==> src/rtl/avmm_cfg_pkg.sv <==
// avmm_cfg_pkg: shared types and constants for the Avalon-MM config master
package avmm_cfg_pkg;
  typedef enum logic [1:0] {IDLE, ISSUE, RWAIT} avmm_state_t;
  localparam int ERR_W = 8;
  localparam int DEF_TIMEOUT = 255;
endpackage

==> src/rtl/rr_arbiter.sv <==
// rr_arbiter: round-robin grant that starts searching one past the last winner
module rr_arbiter #(
  parameter int N = 2,
  localparam int IW = N > 1 ? $clog2(N) : 1
) (
  input  logic          CLK_I,
  input  logic          RST_I,
  input  logic          adv,
  input  logic [N-1:0]  req,
  output logic          grant_valid,
  output logic [N-1:0]  grant,
  output logic [IW-1:0] grant_idx
);
  logic [IW-1:0] last;
  logic [IW-1:0] c;
  // scan from farthest to nearest so the channel closest after last wins
  always_comb begin
    grant_valid = 1'b0;
    grant = '0;
    grant_idx = '0;
    c = '0;
    for (int i = N; i >= 1; i--) begin
      c = IW'((int'(last) + i) % N);
      if (req[c]) begin
        grant_valid = 1'b1;
        grant = '0;
        grant[c] = 1'b1;
        grant_idx = c;
      end
    end
  end
  // remember the winner each time a grant is taken
  always_ff @(posedge CLK_I or posedge RST_I)
    if (RST_I) last <= IW'(N - 1);
    else if (adv && grant_valid) last <= grant_idx;
endmodule

==> src/rtl/avmm_cfg_master.sv <==
// avmm_cfg_master: serialises requester register accesses onto one Avalon-MM slave with a watchdog
module avmm_cfg_master
  import avmm_cfg_pkg::*;
#(
  parameter int ADDR_W  = 10,
  parameter int DATA_W  = 32,
  parameter int NUM_CH  = 2,
  parameter int USE_RDV = 0,
  parameter int TIMEOUT = DEF_TIMEOUT
) (
  input  logic                     CLK_I,
  input  logic                     RST_I,
  input  logic [NUM_CH-1:0]        ch_req,
  input  logic [NUM_CH-1:0]        ch_we,
  input  logic [NUM_CH*ADDR_W-1:0] ch_adr,
  input  logic [NUM_CH*DATA_W-1:0] ch_wdata,
  output logic [NUM_CH-1:0]        ch_done,
  output logic [NUM_CH-1:0]        ch_err,
  output logic [DATA_W-1:0]        rd_data,
  output logic [ERR_W-1:0]         err_cnt,
  output logic [ADDR_W-1:0]        ADR_O,
  output logic [DATA_W-1:0]        DAT_O,
  output logic                     RD,
  output logic                     WR,
  input  logic [DATA_W-1:0]        DAT_I,
  input  logic                     BUSY,
  input  logic                     RDV_I
);
  localparam int IW = NUM_CH > 1 ? $clog2(NUM_CH) : 1;
  avmm_state_t state;
  logic [NUM_CH-1:0] sel;
  logic [NUM_CH-1:0] gnt;
  logic [IW-1:0] gnt_idx;
  logic gnt_valid;
  logic [15:0] wd;
  logic expire;
  rr_arbiter #(.N(NUM_CH)) u_arb (
    .CLK_I(CLK_I),
    .RST_I(RST_I),
    .adv(state == IDLE),
    .req(ch_req),
    .grant_valid(gnt_valid),
    .grant(gnt),
    .grant_idx(gnt_idx)
  );
  // a completion or an abort in the same cycle takes priority over the watchdog; >= keeps RWAIT from slipping past the limit
  assign expire = wd >= 16'(TIMEOUT) && (state == ISSUE ? BUSY && |(ch_req & sel) : state == RWAIT && !RDV_I);
  // command FSM with registered Avalon outputs, watchdog and result registers
  always_ff @(posedge CLK_I or posedge RST_I)
    if (RST_I) begin
      state <= IDLE;
      sel <= '0;
      wd <= '0;
      ADR_O <= '0;
      DAT_O <= '0;
      RD <= 1'b0;
      WR <= 1'b0;
      ch_done <= '0;
      ch_err <= '0;
      rd_data <= '0;
      err_cnt <= '0;
    end else begin
      ch_done <= '0;
      ch_err <= '0;
      if (state != IDLE) wd <= wd + 16'd1;
      if (expire) begin
        state <= IDLE;
        RD <= 1'b0;
        WR <= 1'b0;
        ch_done <= sel;
        ch_err <= sel;
        rd_data <= '0;
        if (~&err_cnt) err_cnt <= err_cnt + ERR_W'(1);
      end else case (state)
        IDLE: if (gnt_valid) begin
          state <= ISSUE;
          sel <= gnt;
          wd <= '0;
          ADR_O <= ch_adr[gnt_idx*ADDR_W +: ADDR_W];
          DAT_O <= ch_wdata[gnt_idx*DATA_W +: DATA_W];
          RD <= !ch_we[gnt_idx];
          WR <= ch_we[gnt_idx];
        end
        ISSUE: if (!BUSY) begin
          RD <= 1'b0;
          WR <= 1'b0;
          if (WR || USE_RDV == 0) begin
            state <= IDLE;
            ch_done <= sel;
            if (RD) rd_data <= DAT_I;
          end else state <= RWAIT;
        end else if (!(|(ch_req & sel))) begin
          state <= IDLE;
          RD <= 1'b0;
          WR <= 1'b0;
        end
        RWAIT: if (RDV_I) begin
          state <= IDLE;
          ch_done <= sel;
          rd_data <= DAT_I;
        end
        default: state <= IDLE;
      endcase
    end
endmodule
==> config.mk <==
export PLATFORM = sky130hd
export DESIGN_NAME = avmm_cfg_master
export DESIGN_NICKNAME = d
export VERILOG_FILES = /design/src/rtl/avmm_cfg_pkg.sv /design/src/rtl/rr_arbiter.sv /design/src/rtl/avmm_cfg_master.sv
export SDC_FILE = /design/constraint.sdc
export NUM_CORES = 1
export LEC_CHECK = 0
export ABC_AREA = 1
export ABC_CLOCK_PERIOD_IN_PS = 3200
export BUFFER_PORTS_ARGS = -buffer_cell sky130_fd_sc_hd__buf_2
export CAP_MARGIN = 30
export CORE_UTILIZATION = 44
export DETAILED_ROUTE_END_ITERATION = 8
export GPL_TIMING_DRIVEN = 0
export PLACE_DENSITY_LB_ADDON = 0.25
export RECOVER_POWER = 25
export SYNTH_ARGS = -nofsm -noshare
export SYNTH_HDL_FRONTEND = slang
export SYNTH_SLANG_ARGS = --single-unit
export TNS_END_PERCENT = 50
==> constraint.sdc <==
create_clock -name CLK_I -period 3.2 [get_ports CLK_I]
set_input_delay 0.48 -clock CLK_I [delete_from_list [all_inputs] [get_ports CLK_I]]
set_output_delay 0.48 -clock CLK_I [all_outputs]
set_load 0.01 [all_outputs]
==> metrics.md, run 1 <==
| Metric | Value |
|---|---|
| Total overflow reported by the global router | 0 |
| Total global routing track utilization | 0.245 |
| Arrival time at the worst endpoint | 2.25 ns |
| Vias in the first global route | roughly 5100 |
| Ports | 212 |
| Clock Skews | 0.00710 ns |
| Buffer cell driving the clock tree root | sky130_fd_sc_hd__clkbuf_16 |
| CTS tree | done |
| Horizontal die dimension | between 100 and 150 um |
| Max-cap viol count | 0 |
| Adder-cell share of the synthesized area | 0.00477 |
| Fmax achieved | 0.514 GHz |
| Sum of negative setup slack | 0 ns |
| Cts bufs inserted | 9 |
| Final core occ | 0.587 |
| Pin slew with the least headroom to its limit | around 1.2 ns |
| Most common cell after layout, fill and taps aside | sky130_fd_sc_hd__buf_2 |
| Min Clock Period, post-route | between 1.5 and 2 ns |
| Routed wire per std cell | between 10 and 15 um |
| Placement Rows | 39 |
| Multi-input logic area | 2230 um^2 |
| Final ANT Viol Nets | 0 |
| Fraction of layout instances using a drive strength above 1 | 0.307 |
| Fin. max-slew vios | 0 |
| Clock insertion delay at the later pin of the skew report | 0.34 ns |
| Layout filler cell count | roughly 1100 |
| Leading cell types in the layout, fill and taps excluded | 226 x sky130_fd_sc_hd__buf_2, 202 x sky130_fd_sc_hd__nand2_1, 107 x sky130_fd_sc_hd__dfrtp_1 |
| PnR worst setup slack | 1.26 ns |
| Xor and xnor fraction of the mapped netlist area | 0.0200 |
| Outcome | finished, violations left |
| Slew Limit Headroom | 0.198 |
| Die extent in y | approximately 110 um |
| Violated checks | DRC |
| Routability cong. | about 0.83 |
| Total nets after synthesis | 757 |
| Average via count per standard cell | roughly 5.2 |
| Cell count after synthesis | 631 |
| Detailed placement HPWL | 10.8 mm |
| Post_cts resized | 0 |
| Port buffer count | between 200 and 250 |
| Sort of element at the end of the critical path | asynchronous set/reset pin |
| Kind of critical path | primary input to asynchronous set/reset pin |
| Delay-heaviest family, CP | buffers and inverters |
| Biggest cell delay along the critical path | slightly above 0.9 ns |
| Worst vdd rail ir drop | about 400 uV |
| Number of hold-repair buffers added at the cts stage | 0 |
| Initial DRC Count | 367 |
| Clock slew seen by the registers of the worst setup and hold paths | approximately 0.070 ns |
| Leakage component of the power | 0.00352 uW |
| Number of distinct library cell variants in the gate-level netlist after synthesis | 29 |
| Per-instance average area after synthesis | around 8.3 um^2 |
| Basic-gate share of the synthesized area counting and, or, nand and nor cells | 0.274 |
| Setup violation total in the final timing report | 0 |
| Global-route wire length before repair | 24.4 mm |
| Synth-to-Final Area Change | 28.8% |
| Multiplexer fraction of the synthesized cell area | 0 |
| Number of nets in the layout | a little under 1000 |
| Number of cell instances on the worst register-to-register path | 10 |
| Tightest hold margin | around 0.38 ns |
| DRC | 24 |
| Maximum count of clock buffers along a single path | 2 |
| Inserted Diodes | 0 |
| Power per unit of standard cell area | between 800 and 900 nW/um^2 |
| Combinational family with the most area after synthesis | simple AND/OR/NAND/NOR gates |
| Sequential share of the synthesized area | 0.515 |
| H-tree level count | 3 |
| Number of setup buffers added after CTS | 0 |
| Crit path buffers/inverters | 3 |
| Data required time at the worst endpoint | between 3 and 4 ns |
| Initial antenna violation count | 0 |
| Setup WS pre-CTS | about 1.3 ns |
| Post-synthesis instance area | 5250 um^2 |
| Vias post-DR | around 5200 |
| Total Wirelength | between 10 and 15 mm |
| Number of iterations in the first detailed-routing pass | 7 |
| Sequence of cells on the critical path | buf_2 > clkinvlp_2 > clkbuf_2 |
| Placeable core region | around 12000 um^2 |
| Synth Area in Compound Gates | 0.127 |
| Cell at the slowest stage of the critical path | sky130_fd_sc_hd__clkbuf_2 |
| Ratio of final minimum period to clock period | 0.607 |
| Count of state elements after synthesis | approximately 110 |
| Full die area | around 12000 um^2 |
| Synth warnings | 0 |
| Startpoint type of the worst setup path | primary input |
| Sequential cell area in the final layout | roughly 2700 um^2 |
| RSZ-0062 raised after global routing | false |
| Pin count of the biggest net entering global routing | 43 |
| Hold Vio Cnt, Final | 0 |
| Logic depth of the worst setup path including buffers | 3 |
| Count of clock tree sinks | about 110 |
| Hold Crit Class | primary input to asynchronous set/reset pin |
| Starting density of the core | 0.456 |
| Highest fanout seen on the critical path | 42 |
## sequential cells by signal (all words and copies together), names as in the netlist
signal and flops:
wd 16, ch_err 2, state 1, ch_done 2, ADR_O 10, DAT_O 32, u_arb.last 1, RD 1
WR 1, sel 2, err_cnt 8, rd_data 32
## layer usage
metal | GRT usage | share of wire | vias up
met1 | 0.323 | 0.44 | 2420
li1 | - | - | 2537
met3 | 0.0437 | 0.076 | 23
met4 | 0.0973 | 0.021 | 0
met2 | 0.401 | 0.47 | 214
met5 | 0 | 0 | -
## worst paths after layout
path                                   from                       to  slack (ns)
setup / recovery                      RST_I  rd_data[25]$_DFFE_PP0P_        1.26
hold / removal                        RST_I     DAT_O[3]$_DFFE_PP0P_        0.38
setup reg to reg            wd[0]$_DFF_PP0_  rd_data[20]$_DFFE_PP0P_        1.30
hold reg to reg     rd_data[13]$_DFFE_PP0P_  rd_data[13]$_DFFE_PP0P_        0.48
max in group CLK_I          wd[0]$_DFF_PP0_  rd_data[20]$_DFFE_PP0P_        1.30
min in group CLK_I             ch_wdata[30]    DAT_O[30]$_DFFE_PP0P_        0.39
## layout make-up
| class | count | share of cell area |
|---|---|---|
| plain buffers | 40 | 0.0302 |
| clock buffers | 13 | 0.0370 |
| multi-input cells | 454 | 0.330 |
| well taps | 143 | 0.0265 |
| repair buffers | 212 | 0.157 |
| clock inverters | 3 | 0.00315 |
| flip-flops and latches | 108 | 0.400 |
| inverters | 29 | 0.0163 |
## Yosys cell counts
library cell,number,area (um^2)
sky130_fd_sc_hd__a21boi_0,32,240
sky130_fd_sc_hd__a21oi_1,5,25.0
sky130_fd_sc_hd__a21oi_4,1,16.3
sky130_fd_sc_hd__a31oi_1,44,275
sky130_fd_sc_hd__buf_2,16,80.1
sky130_fd_sc_hd__buf_4,3,22.5
sky130_fd_sc_hd__buf_6,3,33.8
sky130_fd_sc_hd__clkbuf_1,18,67.6
sky130_fd_sc_hd__dfrtp_1,107,2680
sky130_fd_sc_hd__dfstp_2,1,26.3
sky130_fd_sc_hd__ha_1,2,25.0
sky130_fd_sc_hd__inv_1,23,86.3
sky130_fd_sc_hd__inv_2,6,22.5
sky130_fd_sc_hd__nand2_1,202,758
sky130_fd_sc_hd__nand2_2,2,12.5
sky130_fd_sc_hd__nand2_4,3,33.8
sky130_fd_sc_hd__nand3_1,13,65.1
sky130_fd_sc_hd__nand3_4,1,17.5
sky130_fd_sc_hd__nand4_1,38,238
sky130_fd_sc_hd__nor2_1,72,270
sky130_fd_sc_hd__nor2_2,1,6.26
sky130_fd_sc_hd__nor3_1,7,35.0
sky130_fd_sc_hd__o211ai_1,1,7.51
sky130_fd_sc_hd__o211ai_2,1,12.5
sky130_fd_sc_hd__o21ai_0,15,75.1
sky130_fd_sc_hd__o21ai_1,1,5.00
sky130_fd_sc_hd__o21bai_1,1,7.51
sky130_fd_sc_hd__xnor2_1,5,43.8
sky130_fd_sc_hd__xor2_1,7,61.3
## where the power goes
part | switching, uW | internal [uW] | total, uW | leakage [uW]
Clock | 494 | 553 | 1050 | 0.000130
Combinational | 1450 | 882 | 2330 | 0.00206
Sequential | 304 | 1900 | 2200 | 0.00133
## logic make-up after synthesis
family                   count (synthesis)
buffers and inverters                   69
AO/OA/AOI/OAI                          101
XOR/XNOR                                12
flip-flops                             108
AND/OR/NAND/NOR                        339
adder cells (fa/ha/maj)                  2
## per-stage QoR
step | instance area [um^2] | instances | total power, uW
6_report | 6760 | 1002 | 5580
5_1_grt | 6760 | 1002 | 5990
4_1_cts | 6790 | 1002 | 5620
3_5_place_dp | 6520 | 986 | 4570
3_3_place_gp | 6480 | 984 | 4480
2_1_floorplan | 5250 | 631 | 3590
Note: power is estimated with default switching activity, not from simulation.
==> run 2: changes to the inputs <==
--- a/config.mk
+++ b/config.mk
@@ -6,10 +6,10 @@
 export NUM_CORES = 1
 export LEC_CHECK = 0
 export ABC_AREA = 1
-export ABC_CLOCK_PERIOD_IN_PS = 3200
+export ABC_CLOCK_PERIOD_IN_PS = 1900
 export BUFFER_PORTS_ARGS = -buffer_cell sky130_fd_sc_hd__buf_2
 export CAP_MARGIN = 30
-export CORE_UTILIZATION = 44
+export CORE_UTILIZATION = 49
 export DETAILED_ROUTE_END_ITERATION = 8
 export GPL_TIMING_DRIVEN = 0
 export PLACE_DENSITY_LB_ADDON = 0.25
==> constraint.sdc (replaced) <==
create_clock -name CLK_I -period 1.9 [get_ports CLK_I]
set_input_delay 0.285 -clock CLK_I [delete_from_list [all_inputs] [get_ports CLK_I]]
set_output_delay 0.285 -clock CLK_I [all_outputs]
set_load 0.01 [all_outputs]
==> run 2 against run 1 <==
Net effect: the run now ends clean; via count up 1.7%; worst hold slack worse by 0.22 ns; count of clock-buffer cells in the layout decreased by 1.
==> metrics.md, run 2 (synthesis results as in run 1) <==
| Metric | Value |
|---|---|
| Setup WS pre-CTS | 0.0126 ns (-1.25 ns) |
| Detailed placement HPWL | 10.9 mm (+1.1%) |
| Sort of element at the end of the critical path | register |
| Worst vdd rail ir drop | 801 uV (+99%) |
| Instance count after placement with tap cells included | 980 (-0.61%) |
| Buffer cell driving the clock tree root | sky130_fd_sc_hd__clkbuf_8 |
| Setup violation total in the final timing report | 0 (unchanged) |
| Cell count of the worst hold path | 3 |
| Total Wirelength | 14.6 mm (+1.5%) |
| Pin slew with the least headroom to its limit | 1.19 ns (-0.00257 ns) |
| Number of iterations in the first detailed-routing pass | 5 (-2) |
| Inserted Diodes | 0 (unchanged) |
| Cts bufs inserted | 9 (unchanged) |
| Initial antenna violation count | 0 (unchanged) |
| Starting density of the core | 0.506 (+0.0504) |
| Power per unit of standard cell area | 1360 nW/um^2 (+65%) |
| Full die area | 11100 um^2 (-10%) |
| Vias post-DR | 5283 (+1.7%) |
| Port buffer count | 210 (unchanged) |
| Count of clock tree sinks | 108 (unchanged) |
| Hold Vio Cnt, Final | 0 (unchanged) |
| Finished Layout Cells | 998 (-0.40%) |
| Die extent in y | 105 um (-5.1%) |
| Horizontal die dimension | 105 um (-5.1%) |
| Synth-to-Final Area Change | 29.1% |
| Ratio of final minimum period to clock period | 0.957 |
| Highest fanout seen on the critical path | 10 (-76%) |
| CTS tree | done |
| Ports | 212 (unchanged) |
| Leakage component of the power | 0.00348 uW (-1.3%) |
| Global-route wire length before repair | 23.8 mm (-2.5%) |
| RSZ-0062 raised after global routing | true |
| Number of nets in the layout | 983 (+0.31%) |
| Arrival time at the worst endpoint | 2.07 ns (-0.18 ns) |
| Clock Skews | 0.0138 ns (+0.00673 ns) |
| Data required time at the worst endpoint | 2.16 ns (-1.34 ns) |
| Total overflow reported by the global router | 0 (unchanged) |
| Kind of critical path | register to register |
| Vias in the first global route | 5089 (-0.12%) |
| Placeable core region | 10400 um^2 (-10%) |
| Final ANT Viol Nets | 0 (unchanged) |
| Routability cong. | 0.873 (+5.4%) |
| Average via count per standard cell | 5.29 (+2.1%) |
| Startpoint type of the worst setup path | register |
| Min Clock Period, post-route | between 1.5 and 2 ns |
| Number of cell instances on the worst register-to-register path | 11 (+1) |
| Fraction of layout instances using a drive strength above 1 | 0.289 (-0.0185) |
| Clock insertion delay at the later pin of the skew report | 0.37 ns (+0.03 ns) |
| Max-cap viol count | 0 (unchanged) |
| Maximum count of clock buffers along a single path | 2 (unchanged) |
| PnR worst setup slack | 0.0809 ns (-1.18 ns) |
| Initial DRC Count | 355 (-3.3%) |
| Fmax achieved | ~0.55 GHz |
| Total global routing track utilization | 0.269 (+0.0239) |
| Hold Crit Class | primary input to register |
| Routed wire per std cell | 14.6 um (+1.9%) |
| Leading cell types in the layout, fill and taps excluded | 200 x sky130_fd_sc_hd__nand2_1, 194 x sky130_fd_sc_hd__buf_2, 107 x sky130_fd_sc_hd__dfrtp_1 |
| Placement Rows | 37 (-5.1%) |
| Most common cell after layout, fill and taps aside | sky130_fd_sc_hd__nand2_1 |
| Pin count of the biggest net entering global routing | 37 (-14%) |
| Clock slew seen by the registers of the worst setup and hold paths | 0.11 ns (+0.04 ns) |
| Slew Limit Headroom | 0.200 (+0.00172) |
| Tightest hold margin | 0.160 ns (-0.217 ns) |
| Fin. max-slew vios | 0 (unchanged) |
| Outcome | completed |
| H-tree level count | 3 (unchanged) |
| Largest registers ranked by flip-flop count | DAT_O (32), rd_data (32), wd (16) |
| DRC | 0 (-100%) |
==> run 2: cell type report <==
type                    count  area, um^2
fillers                   929        3590
flip-flops and latches    108        2700
multi-input cells         454        2250
repair buffers            215        1110
plain buffers              40         229
well taps                 136         170
clock buffers              12         135
inverters                  29         110
clock inverters             4        73.8
==> run 2: timing repair <==
item / in CTS / in global routing
setup buffers: 0 / 1
pin swaps: 0 / 1
gates resized for setup: 1 / 21
endpoints found under the setup margin: 1 / 81
hold buffers: 1 / 0
hold endpoints to repair: 22 / 0
==> run 2: routing by layer <==
layer / share of wire / vias to the layer above / global-route usage / wire length [um]
met5: 0 / - / 0 / 0
met4: 0.023 / 0 / 0.112 / 342
met3: 0.060 / 26 / 0.0377 / 870
met2: 0.48 / 235 / 0.451 / 7050
met1: 0.43 / 2477 / 0.350 / 6320
li1: - / 2545 / - / -
==> run 2: critical path, cell delays in order (launching register included) <==
cell	delay, ns
sky130_fd_sc_hd__dfrtp_1	0.41
sky130_fd_sc_hd__ha_2	0.21
sky130_fd_sc_hd__nand2_1	0.07
sky130_fd_sc_hd__nor2_1	0.13
sky130_fd_sc_hd__nand2_2	0.11
sky130_fd_sc_hd__nand2_4	0.14
sky130_fd_sc_hd__nand2_4	0.09
sky130_fd_sc_hd__nand2_4	0.12
sky130_fd_sc_hd__nand3_4	0.11
sky130_fd_sc_hd__buf_6	0.16
sky130_fd_sc_hd__nand2_1	0.07
sky130_fd_sc_hd__nand2_1	0.07
==> run 2: per-stage QoR <==
stage	util	total power [uW]	instance area, um^2	setup TNS (ns)
2_1_floorplan	-	6050	5250	0
3_3_place_gp	0.624	7520	6470	-41.96
3_5_place_dp	0.631	7690	6540	0
4_1_cts	0.652	9210	6760	0
5_1_grt	0.653	9850	6780	-0.0221
6_report	0.653	9210	6780	0
==> run 2: power breakdown <==
part           switching [uW]  leakage, uW  total [uW]  internal [uW]
Clock                     785     0.000105        1530            747
Combinational            2480      0.00204        3980           1500
Sequential                508      0.00133        3700           3190
==> run 2: path summary, 6_finish.rpt <==
check,startpoint,slack (ns),to
max,wd[0]$_DFF_PP0_,0.08,rd_data[24]$_DFFE_PP0P_
max reg2reg,wd[0]$_DFF_PP0_,0.08,rd_data[24]$_DFFE_PP0P_
max in group asynchronous,RST_I,0.25,u_arb.last$_DFFE_PP1P_
min in group asynchronous,RST_I,0.71,DAT_O[3]$_DFFE_PP0P_
min,ch_wdata[58],0.16,DAT_O[26]$_DFFE_PP0P_
min reg2reg,WR$_DFFE_PP0P_,0.48,WR$_DFFE_PP0P_
==> run 3: changes to the inputs <==
--- a/config.mk
+++ b/config.mk
@@ -5,13 +5,11 @@
 export SDC_FILE = /design/constraint.sdc
 export NUM_CORES = 1
 export LEC_CHECK = 0
-export ABC_AREA = 1
 export ABC_CLOCK_PERIOD_IN_PS = 1900
 export BUFFER_PORTS_ARGS = -buffer_cell sky130_fd_sc_hd__buf_2
 export CAP_MARGIN = 30
-export CORE_UTILIZATION = 49
+export CORE_UTILIZATION = 47
 export DETAILED_ROUTE_END_ITERATION = 8
-export GPL_TIMING_DRIVEN = 0
 export PLACE_DENSITY_LB_ADDON = 0.25
 export RECOVER_POWER = 25
 export SYNTH_ARGS = -nofsm -noshare
==> run 3 against run 2 <==
Net effect: fmax shrank 4.1%; via count shrank 26%; clock skew shrank 0.0060 ns; clock power is essentially flat; sequential share of layout area grew 2.6 points; critical path type unchanged; largest cell class unchanged.
==> metrics.md, run 3 <==
| Metric | Value |
|---|---|
| Outcome | completed |
| Total nets after synthesis | 537 (-29%) |
| DRC | 0 (unchanged) |
| Sum of negative setup slack | 0 ns (unchanged) |
| Vias post-DR | 3917 (-26%) |
| Kind of critical path | register to register |
| CTS tree | done |
| Share of async-settable or async-resettable flops after synthesis | 1.00 (unchanged) |
| Horizontal die dimension | 102 um (-3.2%) |
| Number of cell instances on the worst register-to-register path | 6 (-5) |
| Ranking of synthesized cells by instance count | 107 x sky130_fd_sc_hd__dfrtp_1, 57 x sky130_fd_sc_hd__nand2_1, 45 x sky130_fd_sc_hd__o21ai_0 |
| Layout filler cell count | 815 (-12%) |
| Arrival time at the worst endpoint | 2.20 ns (+0.13 ns) |
| Slew Limit Headroom | 0.493 (+0.294) |
| Startpoint type of the worst setup path | register |
| Synth top area share | 0.569 (+0.0587) |
| Sort of element at the end of the critical path | register |
| Hold Crit Class | primary input to register |
| Port buffer count | 210 (unchanged) |
| Pin count of the biggest net entering global routing | 86 (+130%) |
| Synth-to-Final Area Change | 35.1% |
| Hold Vio Cnt, Final | 0 (unchanged) |
| Vias in the first global route | 3476 (-32%) |
| Synth warnings | 0 (unchanged) |
| Setup crit end | rd_data[15]$_DFFE_PP0P_ |
| Max-cap viol count | 0 (unchanged) |
| Post-synth EDFFs | 0 (unchanged) |
| PnR worst setup slack | 0.00311 ns (-0.0778 ns) |
| Placeable core region | 9730 um^2 (-6.2%) |
| Buffer cell driving the clock tree root | sky130_fd_sc_hd__clkbuf_8 |
| Sequence of cells on the critical path | or4_4 > nor2_4 > a21boi_4 > o21ai_4 > clkbuf_16 > a22o_1 |
| Pint | 5360 uW (-1.4%) |
| Most common cell after layout, fill and taps aside | sky130_fd_sc_hd__buf_2 |
| Inserted Diodes | 0 (unchanged) |
| Clk pwr share | 0.182 (+0.016) |
| Routability cong. | 0.779 (-11%) |
| Starting density of the core | 0.484 (-0.0224) |
| Worst vdd rail ir drop | 576 uV (-28%) |
| H-tree level count | 3 (unchanged) |
| Finished Layout Cells | 774 (-22%) |
| Most common cell in the synthesized netlist | sky130_fd_sc_hd__dfrtp_1 |
| Cell at the slowest stage of the critical path | sky130_fd_sc_hd__or4_4 |
| Power share of the sequential group | 0.449 (+0.047) |
| Routed wire per std cell | 14.8 um (+1.2%) |
| Setup violation total in the final timing report | 0 (unchanged) |
| Net Switching | 2900 uW (-23%) |
| Global-route wire length before repair | 16.4 mm (-31%) |
| Initial DRC Count | 96 (-73%) |
| Leakage component of the power | 0.00334 uW (-3.9%) |
| Clock Skews | 0.00782 ns (-0.00601 ns) |
| Average via count per standard cell | 5.06 (-4.4%) |
| Fmax achieved | 0.527 GHz (-4.1%) |
| Total global routing track utilization | 0.207 (-0.0620) |
| Maximum count of clock buffers along a single path | 2 (unchanged) |
| RSZ-0062 raised after global routing | true |
| Initial antenna violation count | 0 (unchanged) |
| Power per unit of standard cell area | 1300 nW/um^2 (-4.4%) |
| Post-synthesis instance area | 4710 um^2 (-10%) |
| Sequential cell area in the final layout | 2700 um^2 (unchanged) |
| Sequential share of the synthesized area | 0.575 (+0.0593) |
| Largest registers ranked by flip-flop count | DAT_O (32), rd_data (32), wd (16) |
| Leading post-synthesis cells by cell area | sky130_fd_sc_hd__dfrtp_1 57%, sky130_fd_sc_hd__mux2i_1 9.4%, sky130_fd_sc_hd__a22o_1 6.7%, sky130_fd_sc_hd__o21ai_0 4.8%, sky130_fd_sc_hd__nand2_1 4.5% |
| Ports | 212 (unchanged) |
| Crit. Startpoint | wd[9]$_DFF_PP0_ |
| Predominant post-synthesis flop cell | sky130_fd_sc_hd__dfrtp_1 |
| Cts bufs inserted | 9 (unchanged) |
| Highest fanout seen on the critical path | 8 (-2) |
| Final core occ | 0.653 (about the same) |
| Data required time at the worst endpoint | 2.20 ns (+0.04 ns) |
| Number of iterations in the first detailed-routing pass | 4 (-1) |
| Multi-input logic area | 1910 um^2 (-15%) |
| Full die area | 10400 um^2 (-6.4%) |
| Capturing point of the worst reg2reg path | rd_data[15]$_DFFE_PP0P_ |
| Min Clock Period, post-route | 1.90 ns (+0.0778 ns) |
| Clock slew seen by the registers of the worst setup and hold paths | 0.10 ns (about the same) |
| Worst min-delay path startpoint | DAT_I[19] |
| Worst reg2reg setup slack | 0.003 ns (-0.08 ns) |
| Combinational group share of total power | 0.369 (-0.063) |
| Leading cell types in the layout, fill and taps excluded | 209 x sky130_fd_sc_hd__buf_2, 107 x sky130_fd_sc_hd__dfrtp_1, 56 x sky130_fd_sc_hd__nand2_1 |
| Clock insertion delay at the later pin of the skew report | 0.36 ns (about the same) |
| Cell type with the largest total area after synthesis | sky130_fd_sc_hd__dfrtp_1 |
| Count of state elements after synthesis | 108 (unchanged) |
| Pin slew with the least headroom to its limit | 0.760 ns (-0.434 ns) |
| Detailed placement HPWL | 8.10 mm (-26%) |
| Cell count after synthesis | 411 (-35%) |
| Number of nets in the layout | 762 (-22%) |
| Die extent in y | 102 um (-3.2%) |
| Number of distinct library cell variants in the gate-level netlist after synthesis | 39 (+34%) |
| Sw Share | 0.352 (-0.0585) |
| Fin. max-slew vios | 0 (unchanged) |
| Worst reg2reg path startpoint | wd[9]$_DFF_PP0_ |
| Total Wirelength | 11.5 mm (-21%) |
| Biggest cell delay along the critical path | 0.58 ns (+0.17 ns) |
| Setup WS pre-CTS | 0.0225 ns (+0.00997 ns) |
| Placement Rows | 36 (-2.7%) |
| Count of clock tree sinks | 108 (unchanged) |
| Total overflow reported by the global router | 0 (unchanged) |
| Instance count after placement with tap cells included | 747 (-24%) |
| Ratio of final minimum period to clock period | 0.998 (+0.0409) |
| Fraction of layout instances using a drive strength above 1 | 0.429 (+0.140) |
| Per-instance average area after synthesis | 11.4 um^2 (+38%) |
| Final ANT Viol Nets | 0 (unchanged) |
[run 3: critical path, delay by kind of cell, from the launching register on]
kind                   cells  cell delay, ns
and+or+nand+nor            2            0.74
buffers and inverters      1            0.22
AOI/OAI and AO/OA          3            0.49
DFF                        1            0.39
[run 3: layout make-up]
cell class / count / share of cell area
flip-flops and latches: 108 / 0.425
clock buffers: 10 / 0.0201
multi-input cells: 275 / 0.300
inverters: 3 / 0.00197
well taps: 133 / 0.0262
clock inverters: 6 / 0.0140
repair buffers: 239 / 0.212
[run 3: timing repair]
item | 4_1_cts | 5_1_grt
buffers inserted | 0 | 7
endpoints found under the hold margin | 13 | 0
endpoints found under the setup margin | 0 | 34
hold buffers | 1 | 0
gates resized for setup | 0 | 8
[run 3: stage by stage]
step	instance area (um^2)	hold WS, ns	power (uW)
6_report	6360	0.144	8260
5_1_grt	6360	0.122	8830
4_1_cts	6240	0.123	8290
3_5_place_dp	6010	0.294	6760
3_3_place_gp	6010	0.286	6660
2_1_floorplan	4710	0.424	5350
[run 3: cell families (layout without fill, tap and decap cells)]
group | after synthesis | after routing | share of synthesized area
and+or+nand+nor | 119 | 119 | 0.122
adders and majority gates | 2 | 2 | 0.00532
buffers and inverters | 28 | 258 | 0.0287
DFF | 108 | 108 | 0.575
AOI/OAI and AO/OA | 88 | 88 | 0.132
xor gates and xnor gates | 19 | 19 | 0.0354
muxes | 47 | 47 | 0.102
[run 3: how the worst min path moves through the flow]
stage / end / slack [ns] / cells after the start
2_1_floorplan: u_arb.last$_DFFE_PP1P_ / 0.42 / 2
4_1_cts: rd_data[19]$_DFFE_PP0P_ / 0.12 / 2
3_5_place_dp: rd_data[26]$_DFFE_PP0P_ / 0.29 / 2
3_3_place_gp: rd_data[26]$_DFFE_PP0P_ / 0.29 / 2
5_1_grt: rd_data[27]$_DFFE_PP0P_ / 0.12 / 2
6_report: rd_data[19]$_DFFE_PP0P_ / 0.14 / 2
[run 3: metal layers]
metal | track usage | part of all wire | wire [um] | vias up
li1 | - | - | - | 1895
met1 | 0.261 | 0.42 | 4830 | 1838
met4 | 0.101 | 0.018 | 210 | 0
met5 | 0 | 0 | 0 | -
met3 | 0.0465 | 0.067 | 771 | 15
met2 | 0.337 | 0.49 | 5650 | 169
[run 3: power groups by stage]
stage                     registers (uW)  logic, uW  clock network [uW]
after global placement              3710       2950                   0
after floorplan                     4110       1250                   0
after detailed placement            3720       3040                   0
after global routing                3830       3370                1630
after CTS                           3710       3040                1540
final                               3710       3050                1500
